`config.mk`:
```
export PLATFORM = sky130hd
export DESIGN_NAME = led_matrix_scanner
export DESIGN_NICKNAME = d
export VERILOG_FILES = /design/src/rtl/led_pkg.sv /design/src/rtl/scan_timer.sv /design/src/rtl/led_matrix_scanner.sv
export SDC_FILE = /design/constraint.sdc
export NUM_CORES = 1
export LEC_CHECK = 0
export ABC_AREA = 1
export CORE_ASPECT_RATIO = 1.75
export CORE_MARGIN = 5
export CORE_UTILIZATION = 50
export DETAILED_ROUTE_END_ITERATION = 16
export PLACE_DENSITY = 0.91
export SLEW_MARGIN = 20
export SYNTH_ARGS = -nofsm -noshare
export SYNTH_HDL_FRONTEND = slang
export SYNTH_SLANG_ARGS = --single-unit
export TNS_END_PERCENT = 100
```
`constraint.sdc`:
```
create_clock -name clock -period 30.1 [get_ports clock]
set_input_delay 3.01 -clock clock [delete_from_list [all_inputs] [get_ports clock]]
set_output_delay 3.01 -clock clock [all_outputs]
set_load 0.05 [all_outputs]
```
`src/rtl/led_pkg.sv`:
```
`default_nettype none
// ---------------------------------------------------------------------------
// led_pkg -- shared scan-state and pixel-frame types for the LED matrix path
// Rev 1.0
// ---------------------------------------------------------------------------
package led_pkg;

  localparam int ROWS_DEF = 16;
  localparam int COLS_DEF = 16;

  typedef enum logic [1:0] {
    S_LOAD  = 2'd0,
    S_BLANK = 2'd1,
    S_DRIVE = 2'd2
  } scan_state_t;

  typedef logic [15:0][15:0] pixel_frame_t;

  function automatic int max_int(input int a, input int b);
    return (a > b) ? a : b;
  endfunction

endpackage
`default_nettype wire

```
`src/rtl/scan_timer.sv`:
```
`default_nettype none
// ---------------------------------------------------------------------------
// scan_timer -- loadable down-counter; done flags the last cycle of a phase
// Rev 1.0
// ---------------------------------------------------------------------------
module scan_timer #(
  parameter int WIDTH = 4
) (
  input  logic             clock,
  input  logic             reset,
  input  logic             load,
  input  logic [WIDTH-1:0] load_value,
  input  logic             tick,
  output logic             done
);

  logic [WIDTH-1:0] count;

  always_ff @(posedge clock) begin
    if (reset) begin
      count <= '0;
    end else if (load) begin
      count <= load_value;
    end else if (tick && (count != '0)) begin
      count <= count - 1'b1;
    end
  end

  assign done = (count == '0);

endmodule
`default_nettype wire

```
`src/rtl/led_matrix_scanner.sv`:
```
`default_nettype none
// ---------------------------------------------------------------------------
// led_matrix_scanner -- row-multiplexed bi-colour LED scan with frame shadowing
// Rev 1.0
// ---------------------------------------------------------------------------
module led_matrix_scanner
  import led_pkg::*;
#(
  parameter int ROWS         = ROWS_DEF,
  parameter int COLS         = COLS_DEF,
  parameter int DWELL_CYCLES = 1000,
  parameter int BLANK_CYCLES = 50
) (
  input  logic                       clock,
  input  logic                       reset,
  input  logic                       enable,
  input  logic [ROWS-1:0][COLS-1:0]  RedPixels,
  input  logic [ROWS-1:0][COLS-1:0]  GrnPixels,
  output logic [ROWS-1:0]            RowSinks,
  output logic [COLS-1:0]            RedDriver,
  output logic [COLS-1:0]            GrnDriver,
  output logic                       frame_start
);

  localparam int CW = $clog2(max_int(DWELL_CYCLES, BLANK_CYCLES) + 1);
  localparam int RW = $clog2(ROWS);

  // Timer is loaded with length-1 so that done marks the final cycle of a phase.
  localparam logic [CW-1:0] DWELL_LOAD     = CW'(DWELL_CYCLES - 1);
  localparam logic [CW-1:0] BLANK_LOAD     = (BLANK_CYCLES == 0) ? '0 : CW'(BLANK_CYCLES - 1);
  localparam logic [CW-1:0] ROW_START_LOAD = (BLANK_CYCLES == 0) ? DWELL_LOAD : BLANK_LOAD;
  localparam logic [RW-1:0] LAST_ROW       = RW'(ROWS - 1);

  scan_state_t               state;
  logic [RW-1:0]             row;
  logic [RW-1:0]             row_next;
  logic                      last_row;
  logic [ROWS-1:0][COLS-1:0] shadow_red;
  logic [ROWS-1:0][COLS-1:0] shadow_grn;
  logic                      timer_load;
  logic [CW-1:0]             timer_value;
  logic                      timer_tick;
  logic                      timer_done;

  function automatic logic [ROWS-1:0] row_select(input logic [RW-1:0] r);
    logic [ROWS-1:0] one;
    one = ROWS'(1);
    return ~(one << r);
  endfunction

  assign row_next   = row + 1'b1;
  assign last_row   = (row == LAST_ROW);
  assign timer_tick = (state != S_LOAD);

  always_comb begin
    timer_load  = 1'b0;
    timer_value = ROW_START_LOAD;
    unique case (state)
      S_LOAD:  timer_load = enable;
      S_BLANK: begin
        timer_load  = timer_done;
        timer_value = DWELL_LOAD;
      end
      S_DRIVE: timer_load = timer_done && !last_row;
      default: timer_load = 1'b0;
    endcase
  end

  scan_timer #(
    .WIDTH(CW)
  ) u_timer (
    .clock      (clock),
    .reset      (reset),
    .load       (timer_load),
    .load_value (timer_value),
    .tick       (timer_tick),
    .done       (timer_done)
  );

  always_ff @(posedge clock) begin
    if ((state == S_LOAD) && enable) begin
      shadow_red <= RedPixels;
      shadow_grn <= GrnPixels;
    end
  end

  // Outputs are set on the edge that enters a phase, so they line up with state.
  always_ff @(posedge clock) begin
    if (reset) begin
      state       <= S_LOAD;
      row         <= '0;
      RowSinks    <= '1;
      RedDriver   <= '0;
      GrnDriver   <= '0;
      frame_start <= 1'b0;
    end else begin
      frame_start <= 1'b0;
      unique case (state)
        S_LOAD: begin
          if (enable) begin
            frame_start <= 1'b1;
            row         <= '0;
            if (BLANK_CYCLES == 0) begin
              // Shadow is loading on this same edge, so take row 0 from the inputs.
              state     <= S_DRIVE;
              RowSinks  <= row_select('0);
              RedDriver <= RedPixels[0];
              GrnDriver <= GrnPixels[0];
            end else begin
              state <= S_BLANK;
            end
          end
        end
        S_BLANK: begin
          if (timer_done) begin
            state     <= S_DRIVE;
            RowSinks  <= row_select(row);
            RedDriver <= shadow_red[row];
            GrnDriver <= shadow_grn[row];
          end
        end
        S_DRIVE: begin
          if (timer_done) begin
            RowSinks  <= '1;
            RedDriver <= '0;
            GrnDriver <= '0;
            if (last_row) begin
              state <= S_LOAD;
            end else begin
              row <= row_next;
              if (BLANK_CYCLES == 0) begin
                RowSinks  <= row_select(row_next);
                RedDriver <= shadow_red[row_next];
                GrnDriver <= shadow_grn[row_next];
              end else begin
                state <= S_BLANK;
              end
            end
          end
        end
        default: begin
          state    <= S_LOAD;
          RowSinks <= '1;
        end
      endcase
    end
  end

endmodule
`default_nettype wire
```
==> out/metrics.yaml <==
run_status:
  status: "finished clean"
synthesis:
  synth_area_sq_mm: 0.02320
  yosys.area_share.xor_xnor_pct: 0.3397
  ys_warn_count: 0
  synth_top_area_share_pct: 66.26
  synthAdderAreaFrac_pct: 0.4314
  synth_area_per_cell_sq_um: 11.17
  synth_top_area_cell: "edfxtp_1"
  syn_inst: 2077
  synthDistinctLibCells: 30
  synth_top_family_by_area: "simple AND/OR/NAND/NOR gates"
  netlist_top_cells_area: "edfxtp_1 66%, nor2_1 8.7%, dfxtp_1 5.6%"
  synth-compound-area-share_pct: 7.080
  muxShareOfSynthArea_pct: 0
  yosysSeqAreaShare_pct: 71.87
  synth-simple-area-share_pct: 16.70
  syn_nets: 2600
  ys_ff_latch: 577
die:
  io_pins: 564
  dieArea_sq_mm: 0.05098
  die_w_um: 172.8
  die_h_um: 295.0
  rows: 104
  core_area_sq_mm: 0.04593
  start_util_pct: 50.51
global_routing:
  grt_pass1_wl_um: 115600
  grt_usage_pct: 30.29
  overflow: 0
  grt_pass1_vias: 18780
  grt_max_degree: 197
  antenna_found_initial: 20
timing:
  skew_ns: 0.01923
  hold_viol: 0
  fmax_ghz: 0.1654
  tightestPinTransition_ns: 1.142
  post-route-min-period_ns: 6.047
  slew_viol_final: 0
  slew_headroom_pct: 23.89
  rsz0062_at_grt: "false"
  setup_violations: 0
  period_share_pct: 20.09
  fin_setup_tns_ns: 0
routing:
  vias: 18280
  routed_wl_um: 81100
  drt_iter0_drc: 2396
  post-route-drc-count: 0
  wl_met1_um: 25680
  first_pass_iters: 6
  wl_per_cell_um: 25.08
  wl_met3_um: 6703
  wl_met2_um: 41240
  maxUsedRoutingLayer: "met4"
  viasPerCell: 5.652
  postRouteAntennaNets: 0
layout:
  layout_common_cells: "562 x clkdlybuf4s50_1, 536 x nor2_1, 512 x edfxtp_1, 308 x nand2_1, 195 x o21ai_0"
  fill_cells: 3145
  drive_above_1_share_pct: 4.720
  seq_area_sq_mm: 0.01668
  multi_input_area_sq_mm: 0.005722
  synthToLayoutAreaGrowth_pct: 32.94
  fin_area_sq_mm: 0.03084
  final_nets: 3112
  mostFrequentLayoutCell: "clkdlybuf4s50_1"
clocking:
  cts_num_sinks: 577
  clkTransAtPathRegs_ns: 0.07
  cts_tree: "built"
  numCtsBuffers: 49
  clock_path_buffers: 3
  post-cts-setup-buffers: 0
  ctsHtreeMaxLevel: 2
  root_buffer: "clkbuf_16"
  cts_resized: 0
  hold_buffers: 0
  clock_latency_ns: 0.57
place:
  hpwlAfterDp_um: 58630
  portBuffers: 563
  place_area_sq_mm: 0.02917
  gp_congestion: 0.9095
power:
  internal-power_mw: 1.661
  combPwrFrac_pct: 31.7
  seqPwrFrac_pct: 43.4
  p_sw_mw: 0.9270
  p_per_area_mw_per_mm2: 83.90
  swShare_pct: 35.82
  p_leak_nw: 11.35
  power.share.clock_pct: 25.0
  finalPower_mw: 2.588
  vdd_drop_max_v: 0.00006915
setup_path:
  end_kind: "flip-flop"
  crit_fanout: 196
  cp_common_cell: "buf_4"
  crit_slowest_cell: "buf_4"
  start_kind: "primary input"
  crit_arrival_ns: 6.23
  cp_cell_sequence: "clkdlybuf4s50_1, inv_1, nor2_4, buf_4, buf_4, buf_12"
  required_ns: 30.28
  worstSetupPathType: "in -> reg"
  cpPeakStageDelay_ns: 0.74
run:
  drv_cap: 0
min_path:
  hp-class: "reg -> reg"
[cell type report]
type	count	share of cell area, %
Clock buffer	64	4.564
Antenna cell	24	0.1947
Inverter	61	0.7667
Clock inverter	25	0.6774
Multi-Input combinational cell	1321	18.55
Tap cell	583	2.365
Timing Repair Buffer	579	18.79
Sequential cell	577	54.09
[power groups by stage]
stage / Combinational, mW / Sequential (mW) / Clock (mW)
2_1_floorplan: 0.460 / 1.30 / 0
3_3_place_gp: 0.776 / 1.13 / 0
3_5_place_dp: 0.804 / 1.14 / 0
4_1_cts: 0.813 / 1.12 / 0.651
5_1_grt: 0.885 / 1.13 / 0.684
6_report: 0.819 / 1.12 / 0.646
[worst max-delay path: cells and delay by family]
| family | cells | cell delay, ns |
|---|---|---|
| buffers and inverters | 5 | 2.78 |
| and+or+nand+nor | 1 | 0.10 |
[through the flow]
step | util, % | cells | setup WS [ns] | hold slack, ns
floorplan | - | 2077 | 2.689 | 0.4979
global placement | 63.44 | 3120 | 23.71 | 0.4544
detailed placement | 63.50 | 3121 | 23.58 | 0.4569
CTS | 67.02 | 3210 | 24.20 | 0.4681
global route | 67.13 | 3231 | 24.00 | 0.4829
finish | 67.15 | 3234 | 24.05 | 0.4660
[synth_stat cells]
master	number
o21bai_2	1
inv_4	1
dfxtp_1	65
buf_4	13
nand2_1	308
xor2_1	6
nand3_2	1
nor3_1	1
nand4_1	2
nand2_2	4
ha_1	8
nand3b_1	1
nor2_2	4
inv_2	12
clkbuf_2	15
edfxtp_1	512
nor2_1	538
nand3_4	1
clkbuf_1	34
a21oi_1	43
xnor2_1	3
buf_6	4
clkinv_1	3
buf_1	5
o2111ai_2	1
buf_2	47
inv_1	45
o21ai_1	85
o21ai_0	195
nand3_1	119
[sequential cells by signal (all words and copies together) (netlist names)]
register,flops
shadow_grn,256
shadow_red,256
GrnDriver,16
RedDriver,16
RowSinks,16
u_timer.count,10
row,4
state,2
frame_start,1
[path summary, 6_finish.rpt]
path,endpoint,slack (ns),start,cells past startpoint
worst max-delay path,shadow_grn[68]$_DFFE_PP_,24.05,enable,6
worst min-delay path,GrnDriver[3]$_SDFFE_PP0P_,0.47,GrnDriver[3]$_SDFFE_PP0P_,2
worst max register to register,shadow_grn[68]$_DFFE_PP_,26.51,state[0]$_SDFFE_PP0P_,6
worst min register to register,GrnDriver[3]$_SDFFE_PP0P_,0.47,GrnDriver[3]$_SDFFE_PP0P_,2
[logic make-up (layout without fill, tap and decap cells)]
kind of cell | Yosys count | in the layout
AND/OR/NAND/NOR | 979 | 979
flip-flops | 577 | 577
AO/OA/AOI/OAI | 325 | 325
buffers and inverters | 179 | 729
XOR/XNOR | 9 | 9
adder cells (fa/ha/maj) | 8 | 8
other | 0 | 24
[metal layers]
layer / GRT usage (%) / vias to the layer above
met5: 0 / -
met4: 24.42 / 0
met3: 5.335 / 299
met2: 52.47 / 1286
met1: 32.49 / 8549
li1: - / 8144
No activity file was read; power rests on OpenSTA's default activity.
